$ cat src/rtl/down_count_ctrl_pkg.sv
// Shared constants for the down-counter sequencer: state encodings and default width.
// Encoding 2'd3 is unused and recovers to IDLE.
package down_count_ctrl_pkg;

  localparam int DEF_WIDTH = 4;

  typedef logic [1:0] state_t;

  localparam logic [1:0] ST_IDLE = 2'd0;
  localparam logic [1:0] ST_RUN  = 2'd1;
  localparam logic [1:0] ST_HOLD = 2'd2;

endpackage

$ cat src/rtl/down_count_ctrl_if.sv
// Host-side control strobes and status of the down-counter sequencer.
// The master modport is the host; the slave modport is the controller.
interface down_count_ctrl_if #(
  parameter int WIDTH = 4
);
  logic             start;
  logic [WIDTH-1:0] load_val;
  logic             pause;
  logic             abort;
  logic             auto_reload;
  logic [WIDTH-1:0] count_out;
  logic             busy;
  logic             tc;
  logic             done;

  modport master (
    output start, load_val, pause, abort, auto_reload,
    input  count_out, busy, tc, done
  );

  modport slave (
    input  start, load_val, pause, abort, auto_reload,
    output count_out, busy, tc, done
  );
endinterface

$ cat src/rtl/down_count_ctrl_core.sv
// Registered down counter: load has priority over decrement; never wraps below zero.
// Latency: one cycle from load/en to q; no backpressure.
module down_count_core #(
  parameter int WIDTH = 4
) (
  input  logic             clk,
  input  logic             reset,
  input  logic             load,
  input  logic [WIDTH-1:0] load_val,
  input  logic             en,
  output logic [WIDTH-1:0] q,
  output logic             is_one
);

  always_ff @(posedge clk or negedge reset) begin
    if (!reset) begin
      q <= '0;
    end else if (load) begin
      q <= load_val;
    end else if (en && (q != '0)) begin
      q <= q - WIDTH'(1);
    end
  end

  assign is_one = (q == WIDTH'(1));

endmodule

$ cat src/rtl/down_count_ctrl.sv
// Down-counter sequencer: load, count, pause/abort, terminal-count and optional auto-reload.
// Latency: all outputs registered, one cycle after the sampled strobe; no backpressure.
module down_count_ctrl
  import down_count_ctrl_pkg::*;
#(
  parameter int WIDTH = DEF_WIDTH
) (
  input logic              clk,
  input logic              reset,
  down_count_ctrl_if.slave bus
);

  state_t           state;
  state_t           state_nxt;
  logic             core_load;
  logic             core_en;
  logic [WIDTH-1:0] core_val;
  logic [WIDTH-1:0] q;
  logic             is_one;
  logic             is_zero;
  logic             tc_nxt;
  logic             done_nxt;
  logic             busy_q;
  logic             tc_q;
  logic             done_q;

  down_count_core #(.WIDTH(WIDTH)) u_core (
    .clk      (clk),
    .reset    (reset),
    .load     (core_load),
    .load_val (core_val),
    .en       (core_en),
    .q        (q),
    .is_one   (is_one)
  );

  assign is_zero = (q == '0);

  always_comb begin
    state_nxt = state;
    core_load = 1'b0;
    core_val  = bus.load_val;
    core_en   = 1'b0;
    tc_nxt    = 1'b0;
    done_nxt  = 1'b0;

    if (bus.abort) begin
      state_nxt = ST_IDLE;
      core_load = 1'b1;
      core_val  = '0;
    end else begin
      case (state)
        ST_IDLE: begin
          if (bus.start) begin
            core_load = 1'b1;
            if (bus.load_val == '0) begin
              tc_nxt   = 1'b1;
              done_nxt = 1'b1;
            end else begin
              state_nxt = ST_RUN;
            end
          end
        end
        ST_RUN: begin
          // Zero while running means the reload cycle; it completes even under pause.
          if (is_zero) begin
            core_load = 1'b1;
            if (bus.load_val == '0) begin
              tc_nxt = 1'b1;
              if (!bus.auto_reload) begin
                state_nxt = ST_IDLE;
                done_nxt  = 1'b1;
              end
            end
            if (bus.pause && (state_nxt == ST_RUN)) begin
              state_nxt = ST_HOLD;
            end
          end else if (bus.pause) begin
            state_nxt = ST_HOLD;
          end else begin
            core_en = 1'b1;
            if (is_one) begin
              tc_nxt = 1'b1;
              if (!bus.auto_reload) begin
                state_nxt = ST_IDLE;
                done_nxt  = 1'b1;
              end
            end
          end
        end
        ST_HOLD: begin
          if (!bus.pause) begin
            state_nxt = ST_RUN;
          end
        end
        default: begin
          state_nxt = ST_IDLE;
          core_load = 1'b1;
          core_val  = '0;
        end
      endcase
    end
  end

  always_ff @(posedge clk or negedge reset) begin
    if (!reset) begin
      state  <= ST_IDLE;
      busy_q <= 1'b0;
      tc_q   <= 1'b0;
      done_q <= 1'b0;
    end else begin
      state  <= state_nxt;
      busy_q <= (state_nxt == ST_RUN) || (state_nxt == ST_HOLD);
      tc_q   <= tc_nxt;
      done_q <= done_nxt;
    end
  end

  assign bus.count_out = q;
  assign bus.busy      = busy_q;
  assign bus.tc        = tc_q;
  assign bus.done      = done_q;

endmodule

$ cat src/flat_wrapper.sv
// flat-port wrapper written by rule: the top's interface ports become plain ports
module down_count_ctrl_flat import down_count_ctrl_pkg::*;
#(
  parameter int WIDTH = DEF_WIDTH
)
  (clk, reset, bus_start, bus_load_val, bus_pause, bus_abort, bus_auto_reload, bus_count_out, bus_busy, bus_tc, bus_done);
  down_count_ctrl_if #(.WIDTH(WIDTH)) bus_i ();
  input logic clk;
  input logic reset;
  input wire logic [$bits(bus_i.start)-1:0] bus_start;
  input wire logic [$bits(bus_i.load_val)-1:0] bus_load_val;
  input wire logic [$bits(bus_i.pause)-1:0] bus_pause;
  input wire logic [$bits(bus_i.abort)-1:0] bus_abort;
  input wire logic [$bits(bus_i.auto_reload)-1:0] bus_auto_reload;
  output wire logic [$bits(bus_i.count_out)-1:0] bus_count_out;
  output wire logic [$bits(bus_i.busy)-1:0] bus_busy;
  output wire logic [$bits(bus_i.tc)-1:0] bus_tc;
  output wire logic [$bits(bus_i.done)-1:0] bus_done;
  assign bus_i.start = bus_start;
  assign bus_i.load_val = bus_load_val;
  assign bus_i.pause = bus_pause;
  assign bus_i.abort = bus_abort;
  assign bus_i.auto_reload = bus_auto_reload;
  assign bus_count_out = bus_i.count_out;
  assign bus_busy = bus_i.busy;
  assign bus_tc = bus_i.tc;
  assign bus_done = bus_i.done;
  down_count_ctrl #(.WIDTH(WIDTH)) u_core (.clk(clk), .reset(reset), .bus(bus_i));
endmodule
$ cat config.mk
export PLATFORM = sky130hd
export DESIGN_NAME = down_count_ctrl_flat
export DESIGN_NICKNAME = d
export VERILOG_FILES = /design/src/rtl/down_count_ctrl_pkg.sv /design/src/rtl/down_count_ctrl_if.sv /design/src/rtl/down_count_ctrl_core.sv /design/src/rtl/down_count_ctrl.sv /design/src/flat_wrapper.sv
export SDC_FILE = /design/constraint.sdc
export NUM_CORES = 1
export LEC_CHECK = 0
export CORE_MARGIN = 8
export CORE_UTILIZATION = 44
export CTS_BUF_LIST = sky130_fd_sc_hd__clkbuf_2 sky130_fd_sc_hd__clkbuf_4 sky130_fd_sc_hd__clkbuf_8
export CTS_CLUSTER_DIAMETER = 200
export DETAILED_ROUTE_END_ITERATION = 16
export PLACE_DENSITY = 0.73
export SLEW_MARGIN = 40
export SYNTH_ARGS = -nofsm -noshare
export SYNTH_HDL_FRONTEND = slang
export SYNTH_HIERARCHICAL = 1
export SYNTH_SLANG_ARGS = --single-unit
$ cat constraint.sdc
create_clock -name clk -period 2.05 [get_ports clk]
set_input_delay 0.205 -clock clk [delete_from_list [all_inputs] [get_ports clk]]
set_output_delay 0.205 -clock clk [all_outputs]
set_load 0.01 [all_outputs]
==> impl_metrics.env <==
export IMPL_status="complete, no violations"
export IMPL_final_cell_mix="clkdlybuf4s50_1 (16), dfrtp_1 (9), buf_4 (5), and2_1 (5), nand2_1 (5)"
export IMPL_intPower_mw=0.383
export IMPL_min_period_ns=1.92
export IMPL_seqPwrFrac_pct=39.4
export IMPL_wl_met1_um=662
export IMPL_critical_path_class="reg2reg"
export IMPL_cts_clk_slew_worst_paths_ns=0.06
export IMPL_netlist_instances=68
export IMPL_crit_fanout=11
export IMPL_pin_count=17
export IMPL_synth_area_leader_cell="dfrtp_1"
export IMPL_cts_tree="done"
export IMPL_num_fill_cells=126
export IMPL_combPwrFrac_pct=33.0
export IMPL_postRouteAntennaNets=0
export IMPL_synthFlopType="dfrtp_1"
export IMPL_crit_arrival_ns=2.07
export IMPL_cap_viol_max_count=0
export IMPL_antenna_found_initial=0
export IMPL_hold_class="in2async"
export IMPL_ys_seq_elements=9
export IMPL_grt_pass1_wl_um=2560
export IMPL_yosysTopAreaCellShare_pct=34.4
export IMPL_cp_required_ns=2.20
export IMPL_htree_levels=1
export IMPL_startpoint_type="flip-flop"
export IMPL_multiInputGateArea_um2=408
export IMPL_antenna_cells=0
export IMPL_finalMaxSlewViolations=0
export IMPL_clock_root_buffer="clkbuf_4"
export IMPL_maxSlewHeadroom_pct=71.2
export IMPL_avgSynthCellArea_um2=9.64
export IMPL_grt_max_degree=12
export IMPL_fin_crit_sh_pct=93.7
export IMPL_core_rowCount=14
export IMPL_tightest_slew_ns=0.430
export IMPL_synth_cell_area_um2=656
export IMPL_seqCellArea_um2=225
export IMPL_die_h_um=54.6
export IMPL_power_density_mw_per_mm2=618
export IMPL_core_area_mm2=0.00145
export IMPL_synth_seq_area_share_pct=34.4
export IMPL_synth_nets=80
export IMPL_yosys_warnings=6
export IMPL_clockBufferDepth=2
export IMPL_p_leak_nw=0.360
export IMPL_grt_use_total_pct=11.7
export IMPL_timing_fmax_mhz=521
export IMPL_initial_utilization_pct=45.1
export IMPL_hold_violations=0
export IMPL_portBuffers=16
export IMPL_area_growth_pct=36.1
export IMPL_dr_max_layer_used="met4"
export IMPL_overflow=0
export IMPL_fin_skew_ns=0.00243
export IMPL_die_area_mm2=0.00298
export IMPL_hpwlAfterDp_um=1170
export IMPL_rsz0062_at_grt="no"
export IMPL_route_met3_wl_um=130
export IMPL_p_sw_mw=0.168
export IMPL_cts_made_buffers=3
export IMPL_vias_per_cell=5.70
export IMPL_synth_area_leaders="dfrtp_1 (34%), and2_1 (4.8%), nor3b_1 (4.6%)"
export IMPL_finalPower_mw=0.551
export IMPL_tns_ns=0
export IMPL_num_vias=610
export IMPL_nets=104
export IMPL_drtIter0Drc=24
export IMPL_hold_buffers=0
export IMPL_layout_drive_gt1_share_pct=16.5
export IMPL_synthArstFlopShare_pct=100
export IMPL_ys_types=37
export IMPL_p_clk_share_pct=27.6
export IMPL_final_common_cell="clkdlybuf4s50_1"
export IMPL_place_congestion=0.920
export IMPL_wire_per_inst_um=13.7
export IMPL_die_w_um=54.6
export IMPL_routed_wl_met2_um=665
export IMPL_clkSinkCount=9
export IMPL_setup_viol=0
export IMPL_clock_latency_ns=0.26
export IMPL_drc=0
export IMPL_grt_pass1_vias=599
export IMPL_p_sw_share_pct=30.5
export IMPL_drt_first_pass_iters=4
export IMPL_synth_edff_count=0
export IMPL_routed_wl_um=1470
export IMPL_cts_setup_buffers=0
export IMPL_peakVddDrop_mv=0.436
export IMPL_end_kind="flip-flop"
-- repair_timing --
action	in CTS	in global routing
setup endpoints to repair	0	1
gates resized for setup	0	0
hold endpoints to repair	0	0
-- per-layer routing --
metal	up-vias	global-route usage, %
met5	-	0
met4	0	4.10
met3	2	5.98
met2	23	16.6
met1	280	14.9
li1	305	-
-- kinds of logic (layout without fill, tap and decap cells) --
kind of cell	after synthesis	after routing	share of synthesized area, %
AO/OA/AOI/OAI	17	17	19.7
adder cells (fa/ha/maj)	2	2	3.82
buffers and inverters	5	28	3.43
flip-flops	9	9	34.4
multiplexers	2	2	3.05
AND/OR/NAND/NOR	33	33	35.7
-- synth_stat cells (2+ instances only) --
cell type	instances
dfrtp_1	9
and2_1	5
nand2_1	5
nor3b_1	4
a21oi_1	3
inv_1	3
ha_1	2
mux2i_1	2
nand2b_1	2
nand3_1	2
nor2b_1	2
nor3_1	2
nor4_1	2
o21ai_1	2
-- sequential cells by signal, summed over array words and instances (netlist names) --
register / flops
u_core/bus.tc: 1
u_core/bus.busy: 1
u_core/u_core/q: 4
u_core/state: 2
u_core/bus.done: 1
-- stage by stage --
stage / utilization (%) / instance area, µm² / hold slack, ns / setup slack, ns / instances
finish: 61.4 / 892 / 0.246 / 0.130 / 107
CTS: 61.4 / 892 / 0.255 / 0.102 / 107
detailed placement: 59.3 / 862 / 0.541 / 0.0975 / 103
global route: 61.4 / 892 / 0.287 / 0.0193 / 107
floorplan: - / 656 / -0.0906 / 0.0881 / 68
global placement: 59.3 / 862 / 0.546 / 0.121 / 103
-- worst max-delay path, cell delays in order, from the launching register on --
cell	delay [ns]
dfrtp_1	0.45
nor4_4	0.42
mux2i_1	0.15
o21ai_0	0.19
buf_4	0.20
nor3_1	0.07
a221o_1	0.32
-- final cells by class --
type,count,share of cell area (%)
clock buffers,4,3.37
inverters,3,1.26
multi-input cells,54,45.7
flip-flops and latches,9,25.2
well taps,16,2.24
repair buffers,21,22.2
-- path summary, 6_finish.rpt --
check,from,end,slack (ns),cells after the start
worst max-delay path,u_core/u_core/q[1],u_core/u_core/q[3],0.13,6
worst min-delay path,reset,u_core/bus.busy,0.25,1
worst max register to register,u_core/u_core/q[1],u_core/u_core/q[3],0.13,6
worst min register to register,u_core/state[1],u_core/bus.done,0.59,1
max in group asynchronous,reset,u_core/u_core/q[2],1.51,1
min in group clk,u_core/state[1],u_core/bus.done,0.59,1
-- power by group through the flow --
stage | registers (mW) | logic [mW] | clock network, mW
2_1_floorplan | 0.226 | 0.0971 | 0
3_3_place_gp | 0.221 | 0.180 | 0
3_5_place_dp | 0.221 | 0.183 | 0
4_1_cts | 0.218 | 0.184 | 0.158
5_1_grt | 0.221 | 0.203 | 0.167
6_report | 0.217 | 0.182 | 0.152
Note: power is estimated with default switching activity, not from simulation.
